<file path="src/rtl/hatch_fetch_arbiter.sv">
// rtl/hatch_fetch_arbiter.sv - two-port round-robin fetch arbiter for the 48-bit hatch instruction memory
// One transaction in flight; byte addresses are mapped to 6-byte word indices and range/alignment checked.
module hatch_fetch_arbiter #(
  parameter int DEPTH = 256,
  parameter int IDXW  = 8,
  parameter int DW    = 48
) (
  input  logic            clk,
  input  logic            rst,
  input  logic            req0_valid,
  input  logic [31:0]     req0_addr,
  output logic            req0_ready,
  output logic            rsp0_valid,
  output logic [DW-1:0]   rsp0_data,
  output logic            rsp0_err,
  input  logic            rsp0_ready,
  input  logic            req1_valid,
  input  logic [31:0]     req1_addr,
  output logic            req1_ready,
  output logic            rsp1_valid,
  output logic [DW-1:0]   rsp1_data,
  output logic            rsp1_err,
  input  logic            rsp1_ready,
  output logic            mem_en,
  output logic [IDXW-1:0] mem_index,
  input  logic [DW-1:0]   mem_rdata
);

  typedef enum logic [1:0] {IDLE, READ, RESP} state_t;

  state_t        state;
  logic          last_grant;
  logic          cur_port;
  logic          fresh;
  logic [DW-1:0] data_q;

  logic          grant;
  logic          accept;
  logic [31:0]   acc_addr;
  logic [31:0]   acc_idx;
  logic [31:0]   acc_rem;
  logic          acc_err;
  logic [DW-1:0] word;
  logic          rsp_done;

  always_comb begin
    grant = 1'b0;
    if (req0_valid && req1_valid) grant = ~last_grant;
    else                          grant = req1_valid;
  end

  // Gated by rst so nothing can be accepted while reset is still asserted.
  assign accept     = !rst && (state == IDLE) && (req0_valid || req1_valid);
  assign req0_ready = accept && !grant;
  assign req1_ready = accept && grant;

  assign acc_addr = grant ? req1_addr : req0_addr;
  assign acc_idx  = acc_addr / 32'd6;
  assign acc_rem  = acc_addr - acc_idx * 32'd6;
  assign acc_err  = (acc_rem != 32'd0) || (acc_idx >= 32'(DEPTH));

  // The first RESP cycle forwards the memory word directly, giving 2-cycle latency; later cycles replay the capture.
  assign word      = fresh ? mem_rdata : data_q;
  assign rsp0_data = rsp0_valid ? word : '0;
  assign rsp1_data = rsp1_valid ? word : '0;
  assign rsp_done  = cur_port ? (rsp1_valid && rsp1_ready) : (rsp0_valid && rsp0_ready);

  always_ff @(posedge clk or posedge rst) begin
    if (rst) begin
      state      <= IDLE;
      last_grant <= 1'b1;
      cur_port   <= 1'b0;
      fresh      <= 1'b0;
      data_q     <= '0;
      mem_en     <= 1'b0;
      mem_index  <= '0;
      rsp0_valid <= 1'b0;
      rsp0_err   <= 1'b0;
      rsp1_valid <= 1'b0;
      rsp1_err   <= 1'b0;
    end else begin
      case (state)
        IDLE: begin
          if (accept) begin
            last_grant <= grant;
            cur_port   <= grant;
            if (acc_err) begin
              state      <= RESP;
              data_q     <= '0;
              rsp0_valid <= !grant;
              rsp0_err   <= !grant;
              rsp1_valid <= grant;
              rsp1_err   <= grant;
            end else begin
              state     <= READ;
              mem_en    <= 1'b1;
              mem_index <= acc_idx[IDXW-1:0];
            end
          end
        end
        READ: begin
          state      <= RESP;
          mem_en     <= 1'b0;
          fresh      <= 1'b1;
          rsp0_valid <= !cur_port;
          rsp1_valid <= cur_port;
          rsp0_err   <= 1'b0;
          rsp1_err   <= 1'b0;
        end
        RESP: begin
          fresh <= 1'b0;
          if (fresh) data_q <= mem_rdata;
          if (rsp_done) begin
            state      <= IDLE;
            rsp0_valid <= 1'b0;
            rsp0_err   <= 1'b0;
            rsp1_valid <= 1'b0;
            rsp1_err   <= 1'b0;
          end
        end
        default: state <= IDLE;
      endcase
    end
  end

endmodule
</file>
<file path="config.mk">
export PLATFORM = sky130hd
export DESIGN_NAME = hatch_fetch_arbiter
export DESIGN_NICKNAME = d
export VERILOG_FILES = /design/src/rtl/hatch_fetch_arbiter.sv
export SDC_FILE = /design/constraint.sdc
export NUM_CORES = 1
export LEC_CHECK = 0
export ABC_AREA = 1
export BUFFER_PORTS_ARGS = -buffer_cell sky130_fd_sc_hd__buf_2
export CORE_MARGIN = 4
export CORE_UTILIZATION = 36
export CTS_CLUSTER_SIZE = 40
export DETAILED_ROUTE_END_ITERATION = 10
export SKIP_CTS_REPAIR_TIMING = 1
export SLEW_MARGIN = 20
export SYNTH_ARGS = -nofsm -noshare
export SYNTH_HDL_FRONTEND = slang
export SYNTH_SLANG_ARGS = --single-unit
</file>
<file path="constraint.sdc">
create_clock -name clk -period 12.8 [get_ports clk]
set_input_delay 0.64 -clock clk [delete_from_list [all_inputs] [get_ports clk]]
set_output_delay 0.64 -clock clk [all_outputs]
set_load 0.05 [all_outputs]
</file>
; Word-level counts from Yosys, hierarchy flattened
; Cells that the tools add are included.
[word_totals]
inputBits = 118
output_inout_bits = 111
register_bits = 66
[op_classes]
bitwise = 2
n_addsub = 1
n_div = 1
n_eq_ne = 6
n_reduce_logical = 24
mul = 1
order_cmp = 1
mux = 26
[ops]
columns = op, count
row1 = $mux 48, 5
row2 = $pmux 48 s2, 1
row3 = $div 32x3->32 const B, 1
row4 = $ge 32x9->1 const B, 1
row5 = $mul 32x2->31 const B, 1
row6 = $mux 32, 1
row7 = $reduce_bool 32->1, 1
row8 = $sub 32x32->32, 1
row9 = $pmux 1 s3, 4
row10 = $mux 1, 9
row11 = $reduce_and 3->1, 3
row12 = $ne 2x2->1 const B, 4
row13 = $logic_and 1x1->1, 7
row14 = $mux 2, 3
row15 = $pmux 2 s3, 1
row16 = $reduce_bool 2->1, 3
row17 = $pmux 1 s2, 2
row18 = $reduce_and 2->1, 2
row19 = $reduce_and 4->1, 1
row20 = $logic_not 1->1, 3
row21 = $reduce_bool 3->1, 1
row22 = $eq 2x1->1 const B, 1
row23 = $eq 2x2->1 const B, 1
row24 = $logic_not 2->1, 1
row25 = 2 further kinds, 4

; Longest topological paths before layout
[depth]
word_depth = 11
mapped_depth = 129
depth_no_buf = 129

; Worst setup path before layout
; Ideal clock, no wire load.
[synth_path]
kind = input port to flip-flop
startpoint = input port req1_valid
endpoint = register data_q[0]
arrival_ns = 12.909
required_ns = 12.717
setup_slack_ns = -0.192
cell_stages = 122
path_buffers = 3
path_cell_list = buf_6 > nand2_8 > nand2_4 > nand2_4 > nand3_2 > nand2_2 > nand2_2 > nand3_2 > nand2_2 > nand2_2 > nand3_1 > nand2_2 > nand2_2 > nand3_2 > nand3_1 > nand3_1 > nand2_1 > nand2_1 > [... 86 more ...] > inv_1 > o21ai_0 > xor2_1 > ha_1 > nand2_1 > nor2_1 > a2111oi_0 > inv_1 > or2_2 > nand3_1 > nor4_1 > nand4_1 > nand2_1 > inv_1 > clkbuf_1 > buf_1 > nand2_1 > o21ai_0
[synth_between]
elab_chain_len = 10
elab_cells_between_ends = 14
classes_between = 1 x add/sub / 1 x mul / 1 x div / 1 x order compare / 2 x eq/ne / 2 x mux / 6 x reduce/logical
[synth_lines]
columns = item, line_no
row1 = from (decl), 17  ; input logic req1_valid,
row2 = $logic_and 1x1->1, 48  ; if (req0_valid && req1_valid) grant = ~last_grant;
row3 = $mux 1 (*), 48
row4 = $mux 32 (*), 57  ; assign acc_addr = grant ? req1_addr : req0_addr;
row5 = $div 32x3->32 (*), 58  ; assign acc_idx = acc_addr / 32'd6;
row6 = net acc_idx[7], 40  ; logic [31:0] acc_idx;
row7 = $mul 32x2->31, 59  ; assign acc_rem = acc_addr - acc_idx * 32'd6;
row8 = $sub 32x32->32, 59
row9 = $reduce_bool 32->1, 60  ; assign acc_err = (acc_rem != 32'd0) || (acc_idx >= 32'(DEPTH));
row10 = $logic_or 1x1->1 (*), 60
row11 = $ne 2x2->1 (no line) (*), -
row12 = $reduce_and 3->1 (no line) (*), -
row13 = to (signal assigned), 112  ; if (fresh) data_q <= mem_rdata;
row14 = to (decl), 35  ; logic [DW-1:0] data_q;
; Mark *: on every way through the listed nets, which the timed path passes. The rest lies on a longest branch.
; A chain may end at the register's enable or synchronous reset.

; Final worst setup path
[layout_path]
startpoint = register last_grant
endpoint = register mem_en
[layout_between]
elab_chain_len = 10
elab_cells_between_ends = 11
classes_between = 1 x add/sub / 1 x mul / 1 x div / 1 x order compare / 1 x eq/ne / 2 x mux / 1 x bitwise / 3 x reduce/logical
[layout_lines]
columns = item, line_no
row1 = from (decl), 32  ; logic last_grant;
row2 = from (signal assigned), 85  ; last_grant <= grant;
row3 = $not 1->1 (*), 48
row4 = $mux 1 (*), 48
row5 = $mux 32 (*), 57
row6 = $div 32x3->32 (*), 58
row7 = net acc_idx[7], 40
row8 = $mul 32x2->31, 59
row9 = $sub 32x32->32, 59
row10 = $reduce_bool 32->1, 60
row11 = $logic_or 1x1->1 (*), 60
row12 = $ne 2x2->1 (no line) (*), -
row13 = $reduce_and 3->1 (no line) (*), -
row14 = to (signal assigned), 75  ; mem_en <= 1'b0;
row15 = to (signal assigned), 96  ; mem_en <= 1'b1;
row16 = to (signal assigned), 103  ; mem_en <= 1'b0;
row17 = to (decl), 24  ; output logic mem_en,
; Marks and branches as above.

==> flow_metrics.py <==
metrics = {
    "cells_and_area": {
        "area_delta_synth_final_pct": 52.8,
        "antenna_cells": 0,
        "drive_above_1_share": 0.435,
        "nets": 1983,
        "design_area_um2": 13000,
        "layout_commonest_cell": "buf_2",
        "final_cell_mix": "buf_2 (228), nor2_1 (225), inv_1 (186), buf_4 (186), nand2_1 (173)",
    },
    "sta": {
        "setup_slack_ps": -1050,
        "slew_headroom": 0.179,
        "skew_ps": 9.04,
        "period_share": 1.08,
        "setup_viol": 63,
        "whs_ps": 212,
        "fin_crit_ps": 13850,
        "grt_setup_unrepaired": "true",
        "worst_pin_slew_ps": 1220,
        "fmax_ghz": 0.0722,
        "maxSlewViolCount": 0,
        "hold_violations": 0,
    },
    "logic_synthesis": {
        "synth-seq-area-share": 0.194,
        "synth-edff-count": 0,
        "synth_area_um2": 8540,
        "async_flop_share": 1.00,
        "ys_seq_elements": 66,
        "synth.area.top_cells": "dfrtp_1 (19%), ha_1 (12%), nand2_1 (11%), nor2_1 (10%), inv_1 (8.9%)",
        "synthesis.instances": 1382,
        "ys_types": 48,
        "synth_ff_type": "dfrtp_1",
        "syn_avg_cell_area_um2": 6.18,
        "synth_top_area_share": 0.191,
        "ys_warn_count": 0,
        "synth.largest_area_cell": "dfrtp_1",
        "synth.net_count": 1581,
    },
    "floorplanning": {
        "die_x_um": 162,
        "dieArea_um2": 26200,
        "die_h_um": 162,
        "initial_utilization": 0.365,
        "pin_count": 229,
        "num_rows": 56,
        "core-area_um2": 23400,
    },
    "outcome": {
        "violations": "negative setup slack",
        "status": "finished, violations left",
    },
    "critical_path": {
        "arrival_ps": 14050,
        "startpoint_type": "flip-flop",
        "required_ps": 13000,
        "crit_type": "reg2reg",
        "cp_slowest_stage_delay_ps": 580,
        "cp_slowest_cell": "dfstp_2",
        "cp-startpoint": "last_grant$_DFFE_PP1P_",
        "crit_path_end_kind": "flip-flop",
        "crit_buf_inv": 10,
        "cpLargestDelayFamily": "simple AND/OR/NAND/NOR gates",
        "crit_top_cell": "nand2_2",
        "rr_startpoint": "last_grant$_DFFE_PP1P_",
        "critPathMaxFanout": 7,
    },
    "min_path": {
        "hold_class": "in2async",
    },
    "detailed_routing": {
        "ant_nets": 0,
        "wl_um": 27700,
        "vias_per_cell": 4.78,
        "routedWlPerCell_um": 13.2,
        "via_count": 10100,
        "route.detailed.drc": 0,
        "drt_iter0_markers": 575,
        "drt_pre_antenna_iters": 4,
    },
    "place": {
        "dpl_cell_area_um2": 11200,
        "dp_hpwl_um": 20900,
        "placement.io_buffers": 228,
        "gp_congestion": 0.829,
    },
    "global_route": {
        "grt_max_degree": 71,
        "grt_use_total": 0.186,
        "overflow": 0,
        "antenna_found_initial": 0,
        "grt_pass1_vias": 8845,
        "grt_pass1_wl_um": 41200,
    },
    "clock_tree": {
        "cts_buffer_depth": 2,
        "clk_pin_slew_worst_paths_ps": 50,
        "cts_tree": "built",
        "cts_buffers": 9,
        "clock_sinks": 66,
        "cts-htree-levels": 3,
        "clkLatencyLatePin_ps": 330,
        "cts-root-buf": "clkbuf_16",
    },
    "job": {
        "cap_violations": 0,
    },
}
[worst paths after layout]
kind                                            endpoint  cells after the start  slack, ps
max in group asynchronous              fresh$_DFFE_PP0N_                      3      11570
worst max-delay path                  mem_en$_DFFE_PP0P_                    113      -1050
worst min register to register  mem_index[0]$_DFFE_PP0P_                      2        490
worst max register to register        mem_en$_DFFE_PP0P_                    113      -1050
worst min-delay path            mem_index[5]$_DFFE_PP0P_                      2        210
min in group clk                mem_index[0]$_DFFE_PP0P_                      2        490
[flip-flops by register name (all words and copies together) (netlist names)]
| signal | count |
|---|---|
| fresh | 1 |
| last_grant | 1 |
| mem_index | 8 |
| cur_port | 1 |
| rsp1_err | 1 |
| mem_en | 1 |
| rsp1_valid | 1 |
| state | 2 |
| rsp0_err | 1 |
| rsp0_valid | 1 |
| data_q | 48 |
[synth_stat cells, types with 2 or more instances]
library cell / n
nor2_1: 233
xnor2_1: 22
nand3b_1: 4
a21oi_1: 119
nor4_1: 9
nand2_1: 247
inv_1: 202
nand2_2: 22
nand4_1: 7
or2_2: 23
nand3_2: 20
o21bai_1: 9
xor2_1: 24
o21ai_1: 23
o21bai_2: 4
a21o_1: 5
nor3b_1: 3
o22ai_1: 2
nand2_4: 7
nand3_1: 61
o21ai_0: 108
clkbuf_1: 36
dfrtp_1: 65
o21ai_2: 3
nor3_1: 6
a31oi_1: 4
a22oi_1: 3
buf_4: 2
ha_1: 80
o31ai_1: 4
inv_2: 5
nor2_2: 2
buf_1: 3
[layout make-up]
cell class	count	area [µm²]
flip-flops and latches	66	1650
fillers	2307	10400
inverters	207	782
repair inverters	1	11.3
well taps	319	399
repair buffers	433	2880
multi-input cells	1066	6990
clock buffers	12	256
clock inverters	4	73.8
[through the flow]
stage | utilization | setup TNS [ps] | worst slack [ps] | cells
floorplan | - | 0 | 38.9 | 1382
global placement | 0.477 | -56900 | -949 | 2049
detailed placement | 0.477 | -84980 | -1490 | 2049
CTS | 0.491 | -75200 | -1330 | 2065
global route | 0.557 | -135090 | -2260 | 2108
finish | 0.557 | -63070 | -1050 | 2108
[cell families (layout without fill, tap and decap cells)]
| logic type | Yosys count | count (layout) | share of synthesized area |
|---|---|---|---|
| compound gates | 290 | 290 | 0.184 |
| xor+xnor | 46 | 46 | 0.0472 |
| fa+ha+maj | 81 | 81 | 0.120 |
| buf+inv | 251 | 657 | 0.116 |
| flops | 66 | 66 | 0.194 |
| simple gates | 648 | 649 | 0.340 |
[routing by layer]
metal  part of all wire  global-route usage  vias to the layer above
li1                   -                   -                     5271
met1               0.42               0.239                     4576
met2               0.52               0.333                      210
met3              0.042              0.0213                       23
met4              0.019              0.0438                        0
met5                  0                   0                        -
Power is not shown: default switching activity piles up to over one toggle a cycle in this logic, so the estimate is an artifact.
